===== src/rtl/wavegen_pkg.sv =====
// Shared types and reset-configuration constants for the waveform generator.
//   wave_mode_t : waveform selection carried on the mode input
//   DEF_MODE    : waveform selected out of reset
//   DEF_STEP    : step field out of reset (effective increment = DEF_STEP+1)
package wavegen_pkg;

  typedef enum logic [1:0] {
    TRIANGLE = 2'd0,
    SAW_UP   = 2'd1,
    SAW_DOWN = 2'd2,
    SQUARE   = 2'd3
  } wave_mode_t;

  localparam wave_mode_t  DEF_MODE = TRIANGLE;
  localparam int unsigned DEF_STEP = 0;

endpackage


===== src/rtl/waveform_generator_bounded_stepper.sv =====
// Combinational bounded step for the ramp modes.
// Ports:
//   cur_i    : current sample
//   step_i   : raw step field, increment s = step_i+1
//   lo_i     : lower bound
//   hi_i     : upper bound
//   dir_i    : 1 = step up, 0 = step down
//   strict_i : 1 = bound is hit only when overshot (sawtooth),
//              0 = bound is hit when reached or overshot (triangle)
//   next_o   : next sample, clamped to [lo_i, hi_i]
//   hit_hi_o : the upward step reaches/overshoots hi_i
//   hit_lo_o : the downward step reaches/overshoots lo_i
module bounded_stepper #(
  parameter int N      = 8,
  parameter int STEP_W = 4
) (
  input  logic [N-1:0]      cur_i,
  input  logic [STEP_W-1:0] step_i,
  input  logic [N-1:0]      lo_i,
  input  logic [N-1:0]      hi_i,
  input  logic              dir_i,
  input  logic              strict_i,
  output logic [N-1:0]      next_o,
  output logic              hit_hi_o,
  output logic              hit_lo_o
);

  localparam int AW = N + 1;

  logic [AW-1:0] s;
  logic [AW-1:0] cur_x;
  logic [AW-1:0] sum;
  logic [AW-1:0] lo_s;
  logic [N-1:0]  diff;

  // One extra bit so out+s and lo+s never wrap through 2^N.
  assign s     = AW'(step_i) + AW'(1);
  assign cur_x = AW'(cur_i);
  assign sum   = cur_x + s;
  assign lo_s  = AW'(lo_i) + s;
  // Only used when cur > lo+s, so the subtraction cannot go below zero.
  assign diff  = N'(cur_x - s);

  assign hit_hi_o = strict_i ? (sum > AW'(hi_i))  : (sum >= AW'(hi_i));
  assign hit_lo_o = strict_i ? (cur_x < lo_s)     : (cur_x <= lo_s);

  always_comb begin
    next_o = cur_i;
    if (dir_i) begin
      next_o = hit_hi_o ? hi_i : N'(sum);
    end else begin
      next_o = hit_lo_o ? lo_i : diff;
    end
  end

endmodule


===== src/rtl/waveform_generator.sv =====
// Programmable triangle / sawtooth / square generator between lo and hi.
// Ports:
//   clk, rst : clock, asynchronous active-high reset (resets config too)
//   ena      : advance enable; low holds all state
//   load     : latch mode/lo/hi/step and restart (rejected when lo > hi)
//   mode     : wave_mode_t selection
//   lo, hi   : unsigned bounds
//   step     : ramp increment-1, or SQUARE half-period-1 in enabled cycles
//   out      : registered sample
//   dir      : 1 rising / at hi, 0 falling / at lo
//   period   : one-cycle pulse at the start of each period
//   cfg_err  : one-cycle pulse when a load is rejected
module waveform_generator
  import wavegen_pkg::*;
#(
  parameter int N      = 8,
  parameter int STEP_W = 4
) (
  input  logic              clk,
  input  logic              rst,
  input  logic              ena,
  input  logic              load,
  input  logic [1:0]        mode,
  input  logic [N-1:0]      lo,
  input  logic [N-1:0]      hi,
  input  logic [STEP_W-1:0] step,
  output logic [N-1:0]      out,
  output logic              dir,
  output logic              period,
  output logic              cfg_err
);

  localparam logic [N-1:0]      LO_RST   = '0;
  localparam logic [N-1:0]      HI_RST   = '1;
  localparam logic [STEP_W-1:0] STEP_RST = STEP_W'(DEF_STEP);

  wave_mode_t        mode_q, mode_d;
  logic [N-1:0]      lo_q, lo_d, hi_q, hi_d;
  logic [STEP_W-1:0] step_q, step_d;
  logic [N-1:0]      out_q, out_d;
  logic              dir_q, dir_d;
  logic              period_q, period_d;
  logic              cfg_err_q, cfg_err_d;
  logic [STEP_W-1:0] cnt_q, cnt_d;

  logic              st_dir, st_strict, hit_hi, hit_lo;
  logic [N-1:0]      nxt;

  // Sawtooths always step one way and wrap only on overshoot;
  // the triangle follows dir and turns when a bound is reached.
  always_comb begin
    st_dir    = dir_q;
    st_strict = 1'b0;
    if (mode_q == SAW_UP) begin
      st_dir    = 1'b1;
      st_strict = 1'b1;
    end else if (mode_q == SAW_DOWN) begin
      st_dir    = 1'b0;
      st_strict = 1'b1;
    end
  end

  bounded_stepper #(.N(N), .STEP_W(STEP_W)) u_stepper (
    .cur_i    (out_q),
    .step_i   (step_q),
    .lo_i     (lo_q),
    .hi_i     (hi_q),
    .dir_i    (st_dir),
    .strict_i (st_strict),
    .next_o   (nxt),
    .hit_hi_o (hit_hi),
    .hit_lo_o (hit_lo)
  );

  always_comb begin
    mode_d    = mode_q;
    lo_d      = lo_q;
    hi_d      = hi_q;
    step_d    = step_q;
    out_d     = out_q;
    dir_d     = dir_q;
    cnt_d     = cnt_q;
    period_d  = 1'b0;
    cfg_err_d = 1'b0;
    if (load) begin
      if (lo <= hi) begin
        mode_d   = wave_mode_t'(mode);
        lo_d     = lo;
        hi_d     = hi;
        step_d   = step;
        cnt_d    = '0;
        period_d = 1'b1;
        if (wave_mode_t'(mode) == SAW_DOWN) begin
          out_d = hi;
          dir_d = 1'b0;
        end else begin
          out_d = lo;
          dir_d = 1'b1;
        end
      end else begin
        cfg_err_d = 1'b1;
      end
    end else if (ena) begin
      unique case (mode_q)
        TRIANGLE: begin
          out_d = nxt;
          if (dir_q && hit_hi) begin
            dir_d = 1'b0;
          end else if (!dir_q && hit_lo) begin
            dir_d    = 1'b1;
            period_d = 1'b1;
          end
        end
        SAW_UP: begin
          if (hit_hi) begin
            out_d    = lo_q;
            period_d = 1'b1;
          end else begin
            out_d = nxt;
          end
        end
        SAW_DOWN: begin
          if (hit_lo) begin
            out_d    = hi_q;
            period_d = 1'b1;
          end else begin
            out_d = nxt;
          end
        end
        SQUARE: begin
          if (cnt_q == step_q) begin
            cnt_d = '0;
            // With lo == hi the level cannot change, so only dir marks phases.
            if (lo_q == hi_q) begin
              dir_d    = ~dir_q;
              period_d = 1'b1;
            end else if (out_q == hi_q) begin
              out_d = lo_q;
              dir_d = 1'b0;
            end else begin
              out_d    = hi_q;
              dir_d    = 1'b1;
              period_d = 1'b1;
            end
          end else begin
            cnt_d = cnt_q + STEP_W'(1);
          end
        end
      endcase
    end
  end

  always_ff @(posedge clk or posedge rst) begin
    if (rst) begin
      mode_q    <= DEF_MODE;
      lo_q      <= LO_RST;
      hi_q      <= HI_RST;
      step_q    <= STEP_RST;
      out_q     <= '0;
      dir_q     <= 1'b1;
      period_q  <= 1'b0;
      cfg_err_q <= 1'b0;
      cnt_q     <= '0;
    end else begin
      mode_q    <= mode_d;
      lo_q      <= lo_d;
      hi_q      <= hi_d;
      step_q    <= step_d;
      out_q     <= out_d;
      dir_q     <= dir_d;
      period_q  <= period_d;
      cfg_err_q <= cfg_err_d;
      cnt_q     <= cnt_d;
    end
  end

  assign out     = out_q;
  assign dir     = dir_q;
  assign period  = period_q;
  assign cfg_err = cfg_err_q;

endmodule


===== config.mk =====
export PLATFORM = sky130hd
export DESIGN_NAME = waveform_generator
export DESIGN_NICKNAME = d
export VERILOG_FILES = /design/src/rtl/wavegen_pkg.sv /design/src/rtl/waveform_generator_bounded_stepper.sv /design/src/rtl/waveform_generator.sv
export SDC_FILE = /design/constraint.sdc
export NUM_CORES = 1
export LEC_CHECK = 0
export ABC_AREA = 1
export BUFFER_PORTS_ARGS = -buffer_cell sky130_fd_sc_hd__clkbuf_2
export CAP_MARGIN = 30
export CORE_MARGIN = 2
export CORE_UTILIZATION = 44
export CTS_BUF_LIST = sky130_fd_sc_hd__clkbuf_8 sky130_fd_sc_hd__clkbuf_16
export DETAILED_ROUTE_END_ITERATION = 7
export GPL_TIMING_DRIVEN = 0
export SLEW_MARGIN = 20
export SYNTH_ARGS = -nofsm -noshare
export SYNTH_HDL_FRONTEND = slang
export SYNTH_SLANG_ARGS = --single-unit

===== constraint.sdc =====
create_clock -name clk -period 6.2 [get_ports clk]
set_clock_uncertainty 0.15 [all_clocks]
set_input_delay 0.93 -clock clk [delete_from_list [all_inputs] [get_ports clk]]
set_output_delay 0.93 -clock clk [all_outputs]
set_load 0.1 [all_outputs]

**After elaboration in Yosys (flattened, before gate mapping)**

Index checks and enable logic that the tools add are counted.

- Register bits: 37
- Bits in latches: 0
- Bits in writable memories: 0
- Memory bits (read-only): 0
- Word-level logic and storage cells: 88
- Memories: 0

- Add/sub/neg operators: 5
- Multipliers: 0
- Divide/modulo/power cells: 0
- $lt $le $gt $ge: 5
- Equality and inequality tests: 11
- Shifts and indexed selects: 0
- Muxes and demuxes: 46
- Bitwise gates (word level): 1
- Reduce and logical (&&, ||, !) cells: 11

Operators with widths:

| operator | count |
|---|---|
| two-way mux 8 bit | 12 |
| one-hot mux 8 bit (4 select lines) | 1 |
| two-way mux 1 bit | 26 |
| two-way mux 4 bit | 5 |
| adder 8 x 9 -> 9 bit | 2 |
| equality test 8 bit | 2 |
| >= comparator 9 x 8 -> 1 bit | 1 |
| greater-than comparator 9 x 8 -> 1 bit | 1 |
| less-or-equal comparator 8 x 9 -> 1 bit | 1 |
| less-than comparator 8 x 9 -> 1 bit | 1 |
| less-or-equal comparator 8 bit | 1 |
| subtractor 8 bit | 1 |
| equality test 2 bit (second input constant) | 3 |
| inequality test 3 bit (second input constant) | 2 |
| adder 4 x 1 -> 5 bit (second input constant) | 1 |
| AND reduction 5 bit | 1 |
| adder 4 x 1 -> 4 bit (second input constant) | 1 |
| equality test 4 bit | 1 |
| inequality test 4 bit (second input constant) | 1 |
| one-hot mux 1 bit (4 select lines) | 1 |
| AND reduction 4 bit | 1 |
| nonzero test 2 bit | 2 |
| AND reduction 3 bit | 1 |
| nonzero test 3 bit | 1 |
| other kinds (8) | 9 |

**Logic depth before layout (Yosys ltp)**

- Word-level depth: 10
- Gate-level depth with buffers: 26
- Gate-level depth less buffers: 26

**By module**

A second synthesis with hierarchy kept.

- Cell total of the unflattened synthesis: 709
- Area total of the unflattened synthesis: 4,515.6 sq um

Modules (own cells, without submodules):

| module | instances | cells an instance | area each (sq um) | sequential area each (sq um) |
|---|---|---|---|---|
| waveform_generator | 1 | 433 | 2,849.0 | 937.1 |
| bounded_stepper | 1 | 276 | 1,666.6 | 0.0 |

**Worst setup path before layout**

Ideal clock, no wire load.

- Path type: register -> register
- Start: register out_q[1], in the netlist out[1]
- End: register out_q[3], in the netlist out[3]
- Data arrival time: 3.745 ns
- Required time: 5.977 ns
- Path slack: 2.232 ns
- Stages on the path, launching flop included: 24
- Buffers on the path: 0
- Clock period less this slack: 3.968 ns
- Cell sequence: dfrtp_1 > inv_1 > fa_1 > o21ai_2 > nand2_2 > nand2_2 > nand2_1 > xor2_1 > inv_1 > ha_1 > nand4_1 > nor2_1 > nor2_1 > nand2_1 > nand2_1 > nand2_4 > nand2_4 > o21ai_4 > nand2_1 > nand2_1 > nand2_1 > nand2_1 > nand2_1 > a21boi_2

- Word-level cells in the longest chain between the ends: 9
- Elaborated cells on any way between the ends: 20
- Classes of those cells: add/sub (2); order compare (4); eq/ne (1); mux (13)

Ends and longest elaborated chain:

| item | line | text |
|---|---|---|
| start: declaration | waveform_generator.sv:40 | `logic [N-1:0] out_q, out_d;` |
| start signal: assignment | waveform_generator.sv:169 | `out_q <= out_d;` |
| adder 8 x 9 -> 9 bit | waveform_generator_bounded_stepper.sv:39 | `assign sum = cur_x + s;` |
| >= comparator 9 x 8 -> 1 bit or greater-than comparator 9 x 8 -> 1 bit (tied branches) | waveform_generator_bounded_stepper.sv:44 | `assign hit_hi_o = strict_i ? (sum > AW'(hi_i)) : (sum >= AW'(hi_i));` |
| two-way mux 1 bit | waveform_generator_bounded_stepper.sv:44 |  |
| two-way mux 8 bit | waveform_generator_bounded_stepper.sv:50 | `next_o = hit_hi_o ? hi_i : N'(sum);` |
| two-way mux 8 bit | waveform_generator_bounded_stepper.sv:49 | `if (dir_i) begin` |
| two-way mux 8 bit (on tied branches) | waveform_generator.sv:123, waveform_generator.sv:115 |  |
| one-hot mux 8 bit (4 select lines) (*) | waveform_generator.sv:104 | `unique case (mode_q)` |
| two-way mux 8 bit (*) | waveform_generator.sv:103 | `end else if (ena) begin` |
| two-way mux 8 bit (*) | waveform_generator.sv:85 | `if (load) begin` |

Mark *: on every way between the ends. The rest lies on a longest branch, timed or not. The select of a mux whose other input is x is not followed.
A chain may end at the register's enable or synchronous reset.

**Worst setup path after layout**

- Start: register step_q[1]
- End: register out_q[7], in the netlist out[7]

- Word-level cells in the longest chain between the ends: 10
- Elaborated cells on any way between the ends: 21
- Classes of those cells: add/sub (4); order compare (4); eq/ne (2); mux (10); reduce/logical (1)

Ends and longest elaborated chain:

| item | line | text |
|---|---|---|
| start: declaration | waveform_generator.sv:39 | `logic [STEP_W-1:0] step_q, step_d;` |
| start signal: assignment | waveform_generator.sv:168 | `step_q <= step_d;` |
| adder 4 x 1 -> 5 bit | waveform_generator_bounded_stepper.sv:37 | `assign s = AW'(step_i) + AW'(1);` |
| adder 8 x 9 -> 9 bit (on tied branches) | waveform_generator_bounded_stepper.sv:40, waveform_generator_bounded_stepper.sv:39 |  |
| less-or-equal comparator 8 x 9 -> 1 bit, or another cell as far along | waveform_generator_bounded_stepper.sv:45 | `assign hit_lo_o = strict_i ? (cur_x < lo_s) : (cur_x <= lo_s);` |
| two-way mux 1 bit (on tied branches) | waveform_generator_bounded_stepper.sv:45, waveform_generator_bounded_stepper.sv:44 |  |
| two-way mux 8 bit (on tied branches) | waveform_generator_bounded_stepper.sv:52, waveform_generator_bounded_stepper.sv:50 |  |
| two-way mux 8 bit | waveform_generator_bounded_stepper.sv:49 |  |
| two-way mux 8 bit (on tied branches) | waveform_generator.sv:123, waveform_generator.sv:115 |  |
| one-hot mux 8 bit (4 select lines) | waveform_generator.sv:104 |  |
| two-way mux 8 bit | waveform_generator.sv:103 |  |
| two-way mux 8 bit | waveform_generator.sv:85 |  |

Several ways; a longest one is shown, not always the timed one. The select of a mux whose other input is x is not followed.

==> reports/qor.csv <==
stage,metric,value,unit
status,outcome,"finished, final reports clean",
clocking,clk_latency,0.29,ns
worst_setup_path,critPathKind,reg -> reg,
finish,nets,694,
finish,final_common_cell,nand2_1,
clocking,cts_resized,0,
worst_setup_path,startpoint_type,flop,
synthesis,synthFlopType,dfrtp_1,
finish,layout-drive-gt1-share,15.62,%
worst_setup_path,required,6.26,ns
placed_design,dp_slack,2.151,ns
synthesis,avgSynthCellArea,7.016,µm²
floorplan,core,8806,µm²
timing,period_minus_slack,4.066,ns
synthesis,ys_types,47,
global_route,grt_pass1_vias,3710,
clocking,ctsHoldBuffers,0,
global_route,grt.total_usage,24.42,%
synthesis,ys_warn_count,0,
synthesis,async_reset_ff_share,100.0,%
clocking,clkTransAtPathRegs,0.08,ns
clocking,cts.sinks,37,
worst_setup_path,crit_arrival,4.13,ns
floorplan,die-height,99.84,µm
drt,drt-initial-drc-count,258,
clocking,clock-root-buffer,clkbuf_8,
timing,tns,0,ns
floorplan,boundaryPins,37,
pwr,leakage,2.393,nW
placed_design,gp_congestion,0.9625,
worst_setup_path,path_buf_inv,2,
synthesis,synthCells,576,
floorplan,fp.dieW,99.84,µm
worst_setup_path,cp-end-kind,flop,
clocking,htree_levels,2,
worst_setup_path,cp_top_family,simple AND/OR/NAND/NOR gates,
timing,fmax,0.2460,GHz
drt,drc_errors,0,
clocking,ctsLongestPathBuffers,2,
clocking,postCtsSetupRepairBufs,0,
run,cap_violations,0,
floorplan,rows,34,
timing,max_slew.worst_pin.slew,0.5431,ns
synthesis,ys_seq_area_share,23.19,%
timing,fin_ws,2.134,ns
timing,maxSlewHeadroom,63.94,%
timing,finalHoldViolCount,0,
timing,setup_viol,0,
worst_setup_path,worstPathCellList,ha_1 > inv_1 > fa_1 > o21ai_2 > nand2_2 > nand2_2 > nand2_1 > xor2_1 > inv_1 > ha_1 > nand4_1 > nor2_1 > nor2_1 > nand2_1 > nand2_1 > nand2_4 > nand2_4 > o21ai_4 > nand2_1 > nand2_1 > nand2_1 > nand2_1 > nand2_1 > a21boi_1,
global_route,grt_pass1_wl,19.20,mm
drt,totalWireLength,11.57,mm
finish,antenna_cells,0,
placed_design,portBuffers,36,
global_route,grt-ovfl-total,0,
pwr,p_per_area,585.4,nW/µm²
finish,multiInputGateArea,2704,µm²
timing,finalMaxSlewViolations,0,
synthesis,synth-seq-cells,37,
pwr,peakVddDrop,0.0002036,V
drt,vias,3877,
drt,wl_per_cell,15.88,µm
timing,rsz0062_at_grt,false,
synthesis,synthesis.area,4041,µm²
clocking,cts_tree,done,
drt,vias_per_cell,5.318,
drt,dr.pass1.iters,5,
worst_setup_path,path_max_fanout,10,
worst_setup_path,cpMostUsedCell,nand2_1,
placed_design,dp_hpwl,9.443,mm
clocking,cts_made_buffers,5,
finish,ff_latch_area,937.1,µm²
floorplan,initial_core_util,45.89,%
timing,min_period_over_period,65.58,%
synthesis,synthesis.nets,650,
worst_setup_path,cpPeakStageDelay,0.47,ns
finish,layout_common_cells,"nand2_1, inv_1, ha_1",
floorplan,dieArea,9968,µm²
worst_setup_path,cp_slowest_cell,ha_1,
global_route,antenna_found_initial,0,
synthesis,synth_edf_count,0,
worst_hold_path,hp-class,in -> async,
finish,area_delta_synth_final,11.61,%
global_route,grt_max_degree,32,
drt,final_antenna_net_count,0,
finish,fillers,915,
-- path summary, 6_finish.rpt --
check,start,to,slack (ns),depth (start not counted)
max in group asynchronous,rst,hi_q[6],5.06,3
worst min register to register,hi_q[3],hi_q[3],0.38,2
worst min-delay path,rst,cnt_q[0],0.36,2
worst max register to register,step_q[1],out[7],2.13,24
worst max-delay path,step_q[1],out[7],2.13,24
min in group clk,hi_q[3],hi_q[3],0.38,2
-- metal layers --
layer / global-route usage [%] / wire length (µm)
met1: 34.96 / 5309
met2: 39.86 / 5454
met3: 1.950 / 575
met4: 6.639 / 233
met5: 0 / 0
-- sequential cells by signal, summed over array words and instances (netlist names) --
name and flops:
cfg_err 1, cnt_q 4, dir 1, hi_q 8
lo_q 8, mode_q 2, out 8, period 1
step_q 4
-- synth_stat cells, types with 4 or more instances --
master	number	area (µm²)
nor2_1	35	131.4
xor2_1	21	183.9
o21ai_0	31	155.2
nand3_1	32	160.2
nand2_1	164	615.6
a21oi_1	41	205.2
dfstp_2	9	236.5
clkbuf_1	6	22.52
dfrtp_1	28	700.7
o21ai_1	4	20.02
ha_1	45	563.0
inv_1	79	296.5
nand2_2	4	25.02
xnor2_1	6	52.55
mux2_2	8	90.09
nand4_1	12	75.07
-- through the flow --
step           hold slack [ns]  total power [mW]  area, µm²  instances  utilization (%)
2_1_floorplan           0.3344             1.927       4041        576                -
3_3_place_gp            0.3547             2.347       4357        720            49.47
3_5_place_dp            0.3570             2.381       4377        721            49.70
4_1_cts                 0.3630             2.640       4511        729            51.22
5_1_grt                 0.3683             2.916       4511        729            51.22
6_report                0.3620             2.641       4511        729            51.22
-- area by class of cell --
cell class | count | share of cell area [%]
multi-input cells | 446 | 59.94
repair buffers | 37 | 4.438
clock buffers | 5 | 1.526
clock inverters | 3 | 1.442
well taps | 108 | 2.996
inverters | 81 | 6.796
flip-flops and latches | 37 | 20.78
plain buffers | 12 | 2.080
-- cells by family (layout without fill, tap and decap cells) --
kind of cell,Yosys count,after routing,synth area share (%)
and+or+nand+nor,262,262,28.08
AOI/OAI and AO/OA,101,101,15.33
buffers and inverters,93,138,9.907
adders and majority gates,48,48,15.42
DFF,37,37,23.19
xor gates and xnor gates,27,27,5.851
muxes,8,8,2.229
-- power by group --
part | leakage [nW] | internal [mW] | total [mW] | switching (mW)
Combinational | 1.90 | 0.640 | 1.94 | 1.30
Sequential | 0.425 | 0.320 | 0.452 | 0.133
Clock | 0.0681 | 0.160 | 0.250 | 0.0899
Note: power is estimated with default switching activity, not from simulation.
